--- src/rtl/axil_ram_fill_ctrl.sv ---
// rtl/axil_ram_fill_ctrl.sv - AXI-Lite master that fills a word range with a constant or incrementing pattern
module axil_ram_fill_ctrl #(
    parameter int ADDR_WIDTH = 9,
    parameter int DATA_WIDTH = 16,
    parameter int STRB_WIDTH = DATA_WIDTH / 8,
    parameter int LEN_WIDTH  = ADDR_WIDTH
) (
    input  logic                  clk,
    input  logic                  rst_n,
    input  logic                  start,
    input  logic [ADDR_WIDTH-1:0] cfg_base,
    input  logic [LEN_WIDTH-1:0]  cfg_len,
    input  logic [DATA_WIDTH-1:0] cfg_fill,
    input  logic                  cfg_incr,
    input  logic                  abort,
    output logic                  busy,
    output logic                  done,
    output logic                  err,
    output logic                  aborted,
    output logic [LEN_WIDTH-1:0]  words_done,
    output logic [ADDR_WIDTH-1:0] m_axil_awaddr,
    output logic [2:0]            m_axil_awprot,
    output logic                  m_axil_awvalid,
    input  logic                  m_axil_awready,
    output logic [DATA_WIDTH-1:0] m_axil_wdata,
    output logic [STRB_WIDTH-1:0] m_axil_wstrb,
    output logic                  m_axil_wvalid,
    input  logic                  m_axil_wready,
    input  logic [1:0]            m_axil_bresp,
    input  logic                  m_axil_bvalid,
    output logic                  m_axil_bready
);

    typedef enum logic [1:0] {IDLE, ISSUE, RESP, DONE} state_t;

    state_t                state, state_next;
    logic [ADDR_WIDTH-1:0] addr_q;
    logic [DATA_WIDTH-1:0] data_q;
    logic [LEN_WIDTH-1:0]  len_q;
    logic [LEN_WIDTH-1:0]  words_q;
    logic                  incr_q;
    logic                  err_q;
    logic                  aborted_q;
    logic                  abort_pend;
    logic                  awvalid_q, wvalid_q;
    logic                  awvalid_next, wvalid_next;
    logic                  accept, b_hs, last_word, abort_now, finish_run;

    always_ff @(posedge clk or negedge rst_n) begin
        if (!rst_n) begin
            state <= IDLE;
        end else begin
            state <= state_next;
        end
    end

    always_comb begin
        state_next   = state;
        accept       = 1'b0;
        b_hs         = 1'b0;
        finish_run   = 1'b0;
        awvalid_next = awvalid_q;
        wvalid_next  = wvalid_q;
        abort_now    = abort_pend | abort;
        last_word    = (words_q + LEN_WIDTH'(1)) == len_q;
        case (state)
            IDLE: begin
                if (start) begin
                    accept = 1'b1;
                    if (cfg_len == '0) begin
                        state_next = DONE;
                    end else begin
                        state_next   = ISSUE;
                        awvalid_next = 1'b1;
                        wvalid_next  = 1'b1;
                    end
                end
            end
            ISSUE: begin
                // A channel whose valid is already low has completed its handshake.
                awvalid_next = awvalid_q & ~m_axil_awready;
                wvalid_next  = wvalid_q & ~m_axil_wready;
                if (!awvalid_next && !wvalid_next) begin
                    state_next = RESP;
                end
            end
            RESP: begin
                if (m_axil_bvalid) begin
                    b_hs = 1'b1;
                    if (last_word || abort_now) begin
                        finish_run = 1'b1;
                        state_next = DONE;
                    end else begin
                        state_next   = ISSUE;
                        awvalid_next = 1'b1;
                        wvalid_next  = 1'b1;
                    end
                end
            end
            DONE: begin
                state_next = IDLE;
            end
            default: begin
                state_next = IDLE;
            end
        endcase
    end

    always_ff @(posedge clk or negedge rst_n) begin
        if (!rst_n) begin
            addr_q     <= '0;
            data_q     <= '0;
            len_q      <= '0;
            words_q    <= '0;
            incr_q     <= 1'b0;
            err_q      <= 1'b0;
            aborted_q  <= 1'b0;
            abort_pend <= 1'b0;
            awvalid_q  <= 1'b0;
            wvalid_q   <= 1'b0;
        end else begin
            awvalid_q <= awvalid_next;
            wvalid_q  <= wvalid_next;
            if (accept) begin
                addr_q     <= cfg_base;
                data_q     <= cfg_fill;
                len_q      <= cfg_len;
                incr_q     <= cfg_incr;
                words_q    <= '0;
                err_q      <= 1'b0;
                aborted_q  <= 1'b0;
                abort_pend <= 1'b0;
            end else begin
                if ((state == ISSUE || state == RESP) && abort) begin
                    abort_pend <= 1'b1;
                end
                if (b_hs) begin
                    words_q <= words_q + LEN_WIDTH'(1);
                    if (m_axil_bresp != 2'b00) begin
                        err_q <= 1'b1;
                    end
                    if (finish_run) begin
                        aborted_q <= abort_now;
                    end else begin
                        addr_q <= addr_q + ADDR_WIDTH'(STRB_WIDTH);
                        if (incr_q) begin
                            data_q <= data_q + DATA_WIDTH'(1);
                        end
                    end
                end
            end
        end
    end

    assign busy           = (state != IDLE);
    assign done           = (state == DONE);
    assign err            = err_q;
    assign aborted        = aborted_q;
    assign words_done     = words_q;
    assign m_axil_awaddr  = addr_q;
    assign m_axil_awprot  = 3'b000;
    assign m_axil_awvalid = awvalid_q;
    assign m_axil_wdata   = data_q;
    assign m_axil_wstrb   = '1;
    assign m_axil_wvalid  = wvalid_q;
    assign m_axil_bready  = (state == RESP);

endmodule

--- config.mk ---
export PLATFORM = sky130hd
export DESIGN_NAME = axil_ram_fill_ctrl
export DESIGN_NICKNAME = d
export VERILOG_FILES = /design/src/rtl/axil_ram_fill_ctrl.sv
export SDC_FILE = /design/constraint.sdc
export NUM_CORES = 1
export LEC_CHECK = 0
export CAP_MARGIN = 10
export CORE_ASPECT_RATIO = 0.7
export CORE_MARGIN = 3
export CORE_UTILIZATION = 52
export CTS_CLUSTER_SIZE = 20
export DETAILED_ROUTE_END_ITERATION = 16
export PLACE_DENSITY = 0.87
export SYNTH_ARGS = -nofsm -noshare
export SYNTH_HDL_FRONTEND = slang
export SYNTH_SLANG_ARGS = --single-unit
export TNS_END_PERCENT = 100
--- constraint.sdc ---
create_clock -name clk -period 4.5 [get_ports clk]
set_input_delay 0.9 -clock clk [delete_from_list [all_inputs] [get_ports clk]]
set_output_delay 0.9 -clock clk [all_outputs]
set_load 0.05 [all_outputs]
## Word-level counts from Yosys, hierarchy flattened

Index checks and enable logic that the tools add are counted.

- Flip-flop bits (word level): 51
- Output and inout port bits: 46
- Input port bits: 44

- Mux-type cells: 36
- Reduce and logical (&&, ||, !) cells: 22
- Bitwise logic cells: 5
- Eq/ne operators: 10
- Add/sub/neg operators: 3

Operators by type and width:

| cell | number |
|---|---|
| $mux 16 | 4 |
| $mux 9 | 5 |
| $mux 1 | 19 |
| $add 16x1->16 const B | 1 |
| $reduce_bool 2->1 | 7 |
| $ne 2x2->1 const B | 6 |
| $mux 2 | 5 |
| $add 9x1->9 const B | 1 |
| $add 9x2->9 const B | 1 |
| $eq 9x9->1 | 1 |
| $logic_not 9->1 | 1 |
| $pmux 2 s4 | 1 |
| $pmux 1 s3 | 2 |
| $reduce_and 2->1 | 3 |
| $reduce_and 3->1 | 2 |
| $reduce_and 5->1 | 1 |
| $eq 2x2->1 const B | 2 |
| $reduce_bool 3->1 | 1 |
| $and 1x1->1 | 2 |
| $eq 2x1->1 const B | 1 |
| $logic_and 1x1->1 | 2 |
| $logic_not 1->1 | 2 |
| $logic_not 2->1 | 1 |
| $logic_or 1x1->1 | 2 |
| other kinds (2) | 3 |

## Depth between registers and ports, before layout

Gate-level depths: netlist (run 1).

- Word-level depth: 9
- Gate-level depth with buffers: 9
- Gate-level depth less buffers: 8

## Worst setup path after synthesis (run 1)

Ideal clock, no wire load.

- Kind: register to register
- From: register words_q[1], in the netlist words_done[1]
- To: register data_q[3], in the netlist m_axil_wdata[3]
- Arrival: 2.744 ns
- Path slack: 1.631 ns
- Cell stages (with the launch flop): 10
- Data required time: 4.375 ns
- Period minus slack after synthesis: 2.869 ns
- Cell sequence: dfrtp_1 > ha_1 > nand2_1 > a2111o_1 > nand4_1 > or4b_1 > buf_6 > o2111ai_2 > xnor2_1 > mux2_2

- Word-level cells in the longest chain between the ends: 8

Ends and longest elaborated chain:

| item | RTL line | text |
|---|---|---|
| from (decl) | 40 | `logic [LEN_WIDTH-1:0] words_q;` |
| from (signal assigned) | 138 | `words_q <= words_q + LEN_WIDTH'(1);` |
| $add 9x1->9 | 65 | `last_word = (words_q + LEN_WIDTH'(1)) == len_q;` |
| $eq 9x9->1 | 65 |  |
| $logic_or 1x1->1 | 90 | `if (last_word \|\| abort_now) begin` |
| $mux 1 | 90 |  |
| $mux 1 | 88 | `if (m_axil_bvalid) begin` |
| $mux 1 | 66 | `case (state)` |
| $ne 2x2->1 (no source line) | - |  |
| $reduce_and 3->1 (no source line) | - |  |
| to (signal assigned) | 126 | `data_q <= cfg_fill;` |
| to (signal assigned) | 147 | `data_q <= data_q + DATA_WIDTH'(1);` |
| to (decl) | 38 | `logic [DATA_WIDTH-1:0] data_q;` |

No other way between the ends.
A chain may end at the register's enable or synchronous reset.

## Worst setup path in the final report (run 1)

- From: register words_q[0], in the netlist words_done[0]
- To: register awvalid_q, in the netlist m_axil_awvalid

- Word-level cells in the longest chain between the ends: 5

Ends and longest elaborated chain:

| item | RTL line | text |
|---|---|---|
| $add 9x1->9 | 65 |  |
| $eq 9x9->1 | 65 |  |
| $logic_or 1x1->1 | 90 |  |
| $ne 2x2->1 (no source line) | - |  |
| $reduce_and 5->1 (no source line) | - |  |
| to (signal assigned) | 122 | `awvalid_q <= awvalid_next;` |
| to (decl) | 45 | `logic awvalid_q, wvalid_q;` |

No other way between the ends.

==> impl_metrics.tcl, run 1 <==
set metrics [dict create \
    drtAntennaViolNets 0 \
    p_int_w 0.001352 \
    r2r-start "words_done[0]" \
    rsz0062_at_grt "false" \
    cts_buffers 5 \
    fp.coreArea_um2 5505 \
    p_per_area_nw_per_um2 684.5 \
    dpl_worst_slack_ns 1.351 \
    via_per_inst 5.755 \
    grt_max_degree 52 \
    die_y_um 70.63 \
    worstPathArrival_ns 3.27 \
    place_congestion 0.8942 \
    timing.final.crit_period_ns 3.100 \
    holdPathEnd "m_axil_awaddr[0]" \
    io_pins 90 \
    rows 22 \
    max_freq_mhz 322.6 \
    cap_violations 0 \
    fin_util 0.7314 \
    grt_usage 0.2301 \
    synth_area_leaders "dfrtp_1 41%, nand2_1 7.4%, xor2_1 5.1%" \
    criticalPathCategory "reg -> reg" \
    synth-async-reset-ratio 1.000 \
    vdd_drop_max_uv 545.2 \
    synth-edff-count 0 \
    die_w_um 98.33 \
    grt_util_met2 0.3640 \
    post_cts_buffers 0 \
    switchingPower_w 0.001405 \
    maxSlewHeadroom 0.2237 \
    io_buffers 84 \
    netlist_area_um2 3103 \
    grt_first_pass_wirelength_um 13230 \
    drive_gt1_frac 0.05634 \
    area_growth_pct 29.76 \
    gr-total-overflow 0 \
    crit_fanout 9 \
    drc 0 \
    yosysWarnings 0 \
    synth_cell_type_count 53 \
    synth_top_area_share 0.4113 \
    p_comb_frac 0.583 \
    r2r_slack_ns 1.40 \
    reg2reg_depth 8 \
    reg2reg_to "m_axil_awvalid" \
    syn_area_per_cell_um2 8.866 \
    antenna_found_initial 0 \
    synthFlopType "dfrtp_1" \
    critPathRequiredTime_ns 4.68 \
    dp_cells 490 \
    clock_path_buffers 2 \
    setup_slack_ns 1.400 \
    die_area_um2 6945 \
    pwr-share-seq 0.313 \
    switching_share 0.5096 \
    cts_tree "done" \
    drt_pass1_iterations 4 \
    setup_viol 0 \
    grt_util_met1 0.3262 \
    hpwl_um 6056 \
    busiest_layer "met2" \
    slew_violations 0 \
    initial_core_util 0.5636 \
    cts_sinks 51 \
    status "completed" \
    grt_pass1_vias 2754 \
    hold_depth 2 \
    ys_seq_area_frac 0.4113 \
    hold_buffers 0 \
    grtUsageMet3 0.04729 \
    hold_start "m_axil_awaddr[0]" \
    synth_most_common_cell "nand2_1" \
    synth_seq_cells 51 \
    power_leakage_nw 1.662 \
    drt-total-wl_um 7934 \
    worstSetupStartpointType "flip-flop" \
    end_kind "flip-flop" \
    power_w 0.002756 \
    vias 2866 \
    drt-wirelength-per-cell_um 15.93 \
    cts_max_level 2 \
    p_clk_frac 0.104 \
    root_buffer "clkbuf_8" \
    instances_no_fill 498 \
    syn_inst 350 \
    yosys.area.top_type "dfrtp_1" \
    clkTransAtPathRegs_ns 0.09 \
    skew_ns 0.006866 \
    synthTopCellsByCount "61 x nand2_1, 51 x dfrtp_1, 30 x nor2_1" \
    drt_iter0_drc 166 \
    final-hold-violation-count 0 \
    worst_slew_pin_slew_ns 1.163 \
    antenna_cells 0 \
    tns_ns 0 \
    ctsResizeCount 0 \
    hp-class "reg -> reg" \
    clk-insertion-delay-late_ns 0.30 \
    finalCritPeriodShare 0.6888 \
    nets 477 \
]
## worst max-delay path: stages (launching register included)
cell      delay (ns)
dfrtp_1         0.55
ha_1            0.36
nand2_1         0.20
a2111o_1        0.39
nand4_1         0.11
or4b_1          0.68
o21ai_1         0.37
and2_1          0.21
o32ai_1         0.10
## cells in the final DEF (no fill, tap or decap), types with 5 or more instances in the layout
| master | n |
|---|---|
| nor2_1 | 29 |
| xnor2_1 | 7 |
| conb_1 | 5 |
| a31oi_1 | 13 |
| a21oi_1 | 15 |
| inv_1 | 11 |
| or3_1 | 12 |
| nand3_1 | 9 |
| o21ai_0 | 18 |
| dfrtp_1 | 51 |
| nand2_1 | 61 |
| and3_1 | 6 |
| xor2_1 | 18 |
| clkdlybuf4s50_1 | 83 |
| o21ai_1 | 5 |
| clkbuf_8 | 7 |
| ha_1 | 8 |
## power groups by stage
stage	clock network (W)	logic, W	registers (W)
finish	0.000286	0.00161	0.000864
floorplan	0	0.000683	0.00127
detailed placement	0	0.00160	0.000866
global placement	0	0.00156	0.000858
global route	0.000307	0.00173	0.000893
CTS	0.000290	0.00161	0.000859
## area by class of cell
type | instances | area (um2)
clock buffers | 8 | 100.1
repair buffers | 86 | 850.8
flip-flops and latches | 51 | 1276
multi-input cells | 270 | 1668
well taps | 72 | 90.09
fillers | 420 | 1479
inverters | 11 | 41.29
## flip-flops by register name (all words and copies together) (netlist names)
register / cells
m_axil_awvalid: 1
err: 1
aborted: 1
words_done: 9
incr_q: 1
m_axil_wvalid: 1
abort_pend: 1
len_q: 9
m_axil_awaddr: 9
state: 2
m_axil_wdata: 16
## cells by family (layout without fill, tap and decap cells)
logic type | count (synthesis) | count (layout) | share of synthesized area
adders and majority gates | 8 | 8 | 0.03226
and+or+nand+nor | 145 | 145 | 0.2246
muxes | 5 | 5 | 0.01694
buffers and inverters | 32 | 105 | 0.05564
AOI/OAI and AO/OA | 82 | 82 | 0.1863
other | 2 | 5 | 0.002420
xor gates and xnor gates | 25 | 25 | 0.07056
DFF | 51 | 51 | 0.4113
## how the worst max path moves through the flow
stage,startpoint,endpoint,slack (ns)
detailed placement,m_axil_bvalid,m_axil_wdata[12],1.35
CTS,words_done[0],m_axil_wdata[0],1.46
global placement,m_axil_bvalid,m_axil_wdata[12],1.51
global route,words_done[0],m_axil_wdata[0],1.20
floorplan,words_done[1],m_axil_wdata[3],1.63
finish,words_done[0],m_axil_awvalid,1.40
## routing by layer
layer,share of wire,routed length (um),vias to the layer above
met4,0.014,114,0
met3,0.067,533,13
met1,0.46,3675,1366
met5,0,0,-
li1,-,-,1381
met2,0.46,3610,106
## stage by stage
stage	area (um2)	hold WS [ns]
final	4026	0.5104
after global routing	4026	0.5323
after CTS	4026	0.5178
after detailed placement	3926	0.4856
after global placement	3926	0.4664
after floorplan	3114	0.4598
(Power assumes the default switching activity.)
==> run 2: changes to the inputs <==
--- a/config.mk
+++ b/config.mk
@@ -8,10 +8,10 @@
 export CAP_MARGIN = 10
 export CORE_ASPECT_RATIO = 0.7
 export CORE_MARGIN = 3
-export CORE_UTILIZATION = 52
+export CORE_UTILIZATION = 48
 export CTS_CLUSTER_SIZE = 20
 export DETAILED_ROUTE_END_ITERATION = 16
-export PLACE_DENSITY = 0.87
+export PLACE_DENSITY = 0.81
 export SYNTH_ARGS = -nofsm -noshare
 export SYNTH_HDL_FRONTEND = slang
 export SYNTH_SLANG_ARGS = --single-unit
==> constraint.sdc (replaced) <==
create_clock -name clk -period 3.15 [get_ports clk]
set_input_delay 0.63 -clock clk [delete_from_list [all_inputs] [get_ports clk]]
set_output_delay 0.63 -clock clk [all_outputs]
set_load 0.05 [all_outputs]
==> run 2 against run 1 <==
  * Via count decreased by 0.77%
  * Clock-buffer cell count decreased by 2
  * Wire length increased by 1.8%
  * Critical endpoint is now m_axil_wdata[1]
  * Sequential cell count unchanged
  * Critical path depth unchanged
==> impl_metrics.tcl, run 2 (synthesized netlist as in run 1, its figures left out) <==
set metrics [dict create \
    drt-wirelength-per-cell_um 15.97 \
    vdd_drop_max_uv 569.8 \
    max_freq_mhz 362.1 \
    clkTransAtPathRegs_ns 0.10 \
    worstPathArrival_ns 2.96 \
    end_kind "flip-flop" \
    worst_slew_pin_slew_ns 0.7172 \
    crit_fanout 9 \
    grt_first_pass_wirelength_um 12990 \
    grt_max_degree 34 \
    io_buffers 84 \
    clock_path_buffers 2 \
    antenna_found_initial 0 \
    cts_buffers 5 \
    antenna_cells 0 \
    final-hold-violation-count 0 \
    n_fill_cell 498 \
    slew_violations 0 \
    rows 23 \
    cp_num_buf_inv 0 \
    path_delay_family "simple AND/OR/NAND/NOR gates" \
    root_buffer "clkbuf_8" \
    criticalPathCategory "reg -> reg" \
    placed_area_um2 3968 \
    crit_slowest_cell "or4b_4" \
    hpwl_um 6026 \
    die_w_um 102.1 \
    grt_usage 0.2161 \
    critPathMaxStageDelay_ns 0.56 \
    largest_reg_flops 16 \
    drive_gt1_frac 0.06961 \
    drt_iter0_drc 175 \
    dp_cells 498 \
    grt_pass1_vias 2676 \
    multiInputGateArea_um2 1672 \
    cts_max_level 2 \
    cts_tree "done" \
    status "completed" \
    final_common_cell "clkdlybuf4s50_1" \
    cts_sinks 51 \
    maxSlewHeadroom 0.5207 \
    initial_core_util 0.5184 \
    drt_pass1_iterations 5 \
    skew_ns 0.006270 \
    seqCellArea_um2 1276 \
    power_leakage_nw 1.679 \
    setup_viol 0 \
    die_area_um2 7481 \
    area_growth_pct 30.73 \
    finalCritPeriodShare 0.8768 \
    fp.coreArea_um2 5986 \
    crit_chain "ha_1 > nand2_1 > a2111o_1 > nand4_1 > or4b_4 > o21ai_4 > mux2i_1 > a21oi_1" \
    io_pins 90 \
    cap_violations 0 \
    drt-total-wl_um 8080 \
    via_per_inst 5.621 \
    worstSetupStartpointType "flip-flop" \
    timing.final.crit_period_ns 2.762 \
    nets 482 \
    critPathRequiredTime_ns 3.35 \
    tns_ns 0 \
    gr-total-overflow 0 \
    die_y_um 73.27 \
    clk-insertion-delay-late_ns 0.31 \
    final_cell_mix "83 x clkdlybuf4s50_1, 61 x nand2_1, 51 x dfrtp_1" \
    p_per_area_nw_per_um2 968.3 \
    instances_no_fill 506 \
    final_cell_area_um2 4056 \
    hp-class "in -> async" \
    rsz0062_at_grt "false" \
    drc 0 \
    post_cts_buffers 0 \
    drtAntennaViolNets 0 \
    place_congestion 0.8140 \
    vias 2844 \
]
## run 2: cell types whose count changed in the layout (fill, tap and decap cells not counted)
| cell | previous run | this run |
|---|---|---|
| buf_4 | 2 | 7 |
| clkbuf_8 | 7 | 5 |
| clkinv_2 | 0 | 1 |
| clkinvlp_4 | 0 | 1 |
| or4b_1 | 1 | 0 |
| or4b_4 | 1 | 2 |
## run 2: final cells by class
class,instances,area share
clock inverter,2,0.003085
multi-input combinational,270,0.4121
sequential,51,0.3146
clock buffer,6,0.01789
inverter,11,0.01018
timing repair buffer,91,0.2190
tap,75,0.02313
## run 2: metal layers
metal | vias up | GRT usage | share of wire | wire length, um
met3 | 4 | 0.04649 | 0.065 | 525
met5 | - | 0 | 0 | 0
met2 | 102 | 0.3341 | 0.44 | 3531
met1 | 1357 | 0.3207 | 0.49 | 3993
li1 | 1381 | - | - | -
met4 | 0 | 0.03057 | 0.0036 | 29
## run 2: stage by stage
step | utilization | hold WS (ns) | setup WS [ns] | total power [W]
CTS | 0.6770 | 0.2704 | 0.2410 | 0.003924
floorplan | - | 0.3344 | 0.2814 | 0.002796
finish | 0.6777 | 0.2570 | 0.3881 | 0.003928
detailed placement | 0.6628 | 0.4665 | 0.2563 | 0.003541
global placement | 0.6628 | 0.4820 | 0.3858 | 0.003475
global route | 0.6777 | 0.2836 | 0.1552 | 0.004161
## run 2: worst reg2reg max path, stage by stage (launching register included)
cell and delay [ns]:
dfrtp_1 0.48, ha_1 0.34, nand2_1 0.19, a2111o_1 0.38, nand4_1 0.10, or4b_4 0.56
o21ai_4 0.28, mux2i_1 0.24, a21oi_1 0.08
## run 2: power by group
part / internal (W) / switching [W] / leakage, nW
clock: 0.000156 / 0.000226 / 0.0412
combinational: 0.000819 / 0.00150 / 1.02
sequential: 0.000928 / 0.000299 / 0.616
## run 2: path summary, 6_finish.rpt
path	start	endpoint	slack [ns]	cells past startpoint
setup / recovery	words_done[1]	m_axil_wdata[1]	0.39	8
hold / removal	rst_n	m_axil_awaddr[7]	0.26	1
setup reg to reg	words_done[1]	m_axil_wdata[1]	0.39	8
hold reg to reg	m_axil_awaddr[0]	m_axil_awaddr[0]	0.50	2
max in group asynchronous	rst_n	words_done[5]	2.10	2
min in group clk	m_axil_awaddr[0]	m_axil_awaddr[0]	0.50	2
## run 2: what timing repair did
action	CTS	global route
hold buffers	0	0
gates resized for setup	0	1
endpoints found under the setup margin	0	2
==> run 3: changes to the inputs <==
--- a/config.mk
+++ b/config.mk
@@ -12,6 +12,7 @@
 export CTS_CLUSTER_SIZE = 20
 export DETAILED_ROUTE_END_ITERATION = 16
 export PLACE_DENSITY = 0.81
+export REMOVE_ABC_BUFFERS = 1
 export SYNTH_ARGS = -nofsm -noshare
 export SYNTH_HDL_FRONTEND = slang
 export SYNTH_SLANG_ARGS = --single-unit
==> run 3 against run 2 <==
  * Fmax is 7.8% lower
  * First-iteration DRC count is 17% higher
  * Register-to-register slack worse by 0.23 ns
  * Final cell count is 0.40% higher
  * Sequential cell count stayed put
  * Worst hold slack better by 0.17 ns
  * Core utilization is 0.77 points higher
  * Global-route usage is 0.40 points higher
==> impl_metrics.tcl, run 3 (synthesized netlist as in run 1, its figures left out) <==
set metrics [dict create \
    antenna_cells 0 \
    power_leakage_nw 1.700 \
    clkTransAtPathRegs_ns 0.10 \
    cts_max_level 2 \
    final_cell_mix "83 x clkdlybuf4s50_1, 61 x nand2_1, 51 x dfrtp_1" \
    place_congestion 0.8579 \
    drt_iter0_drc 204 \
    p_clk_frac 0.106 \
    worstPathArrival_ns 3.15 \
    vdd_drop_max_uv 640.5 \
    r2r_slack_ns 0.16 \
    p_comb_frac 0.587 \
    p_int_w 0.001968 \
    multiInputGateArea_um2 1672 \
    p_per_area_nw_per_um2 974.4 \
    grt_usage 0.2200 \
    slew_violations 0 \
    grt_max_degree 52 \
    io_buffers 84 \
    antenna_found_initial 0 \
    rsz0062_at_grt "false" \
    clock_path_buffers 2 \
    cap_violations 0 \
    die_w_um 102.1 \
    reg2reg_to "m_axil_wdata[1]" \
    die_area_um2 7481 \
    setup_viol 0 \
    final_common_cell "clkdlybuf4s50_1" \
    max_freq_mhz 334.0 \
    grt_pass1_vias 2604 \
    nets 484 \
    area_growth_pct 32.22 \
    drc 0 \
    io_pins 90 \
    post_cts_buffers 0 \
    gr-total-overflow 0 \
    hpwl_um 6022 \
    ctsResizeCount 0 \
    seqCellArea_um2 1276 \
    criticalPathCategory "reg -> reg" \
    switchingPower_w 0.002030 \
    grt_first_pass_wirelength_um 12860 \
    worstSetupStartpointType "flip-flop" \
    timing.final.crit_period_ns 2.994 \
    finalCritPeriodShare 0.9505 \
    switching_share 0.5078 \
    reg2reg_depth 8 \
    rows 23 \
    drt_pass1_iterations 4 \
    tns_ns 0 \
    cts_tree "done" \
    r2r-start "words_done[1]" \
    via_per_inst 5.730 \
    cts_sinks 51 \
    pwr-share-seq 0.307 \
    fin_util 0.6854 \
    final-hold-violation-count 0 \
    drive_gt1_frac 0.07621 \
    n_fill_cell 503 \
    worst_slew_pin_slew_ns 0.7040 \
    crit_fanout 9 \
    end_kind "flip-flop" \
    cts_buffers 5 \
    initial_core_util 0.5184 \
    root_buffer "clkbuf_8" \
    maxSlewHeadroom 0.5295 \
    skew_ns 0.01537 \
    fp.coreArea_um2 5986 \
    die_y_um 73.27 \
    drt-wirelength-per-cell_um 15.84 \
    drt-total-wl_um 8045 \
    clk-insertion-delay-late_ns 0.31 \
    drtAntennaViolNets 0 \
    status "completed" \
    critPathRequiredTime_ns 3.30 \
    vias 2911 \
    largest_reg_flops 16 \
    hold_buffers 0 \
    hp-class "in -> async" \
]
## run 3: cell types whose count changed in the layout (fill, tap and decap cells not counted), sizes merged
cell / previous run / this run
buf: 8 / 10
clkinv: 1 / 0
clkbuf: 6 / 7
## run 3: final cells by class
type                    instances  area share
flip-flops and latches         51      0.3111
clock inverters                 1    0.001830
well taps                      75     0.02287
clock buffers                   7     0.02348
repair buffers                 93      0.2232
inverters                      11     0.01006
multi-input cells             270      0.4074
## run 3: worst max-delay path by stage
stage	from	endpoint	slack, ns	depth (start not counted)
4_1_cts	words_done[1]	m_axil_awvalid	0.21	8
3_5_place_dp	words_done[1]	m_axil_awvalid	0.23	8
3_3_place_gp	words_done[1]	m_axil_awvalid	0.37	8
5_1_grt	words_done[1]	m_axil_wdata[1]	0.002	8
6_report	words_done[1]	m_axil_wdata[1]	0.16	8
2_1_floorplan	words_done[0]	m_axil_wdata[1]	0.1	8
## run 3: worst max-delay path, stage by stage (launching register included)
cell      delay, ns
dfrtp_1        0.49
ha_1           0.35
nand2_1        0.19
a2111o_1       0.39
nand4_1        0.10
or4b_1         0.70
o21ai_4        0.33
mux2i_1        0.21
a21oi_1        0.08
## run 3: metrics by stage
stage / instances / hold slack [ns] / total power [W] / worst slack, ns / instance area [um2]
floorplan: 332 / 0.3344 / 0.002744 / 0.09959 / 2983
global placement: 500 / 0.4668 / 0.003506 / 0.3725 / 3995
detailed placement: 500 / 0.4687 / 0.003564 / 0.2262 / 3995
CTS: 508 / 0.4532 / 0.003996 / 0.2075 / 4099
global route: 508 / 0.4664 / 0.004250 / 0.002376 / 4103
finish: 508 / 0.4242 / 0.003998 / 0.1559 / 4103
## run 3: power groups by stage
stage               combinational [W]  clock [W]  sequential (W)
floorplan                    0.000915          0         0.00183
detailed placement            0.00234          0         0.00123
finish                        0.00235   0.000424         0.00123
global placement              0.00229          0         0.00122
CTS                           0.00235   0.000433         0.00122
global route                  0.00252   0.000465         0.00127
## run 3: metal layers
| metal | up-vias | track usage | share of wire |
|---|---|---|---|
| met3 | 9 | 0.04459 | 0.075 |
| li1 | 1394 | - | - |
| met4 | 0 | 0.05240 | 0.011 |
| met5 | - | 0 | 0 |
| met2 | 125 | 0.3297 | 0.43 |
| met1 | 1383 | 0.3281 | 0.48 |
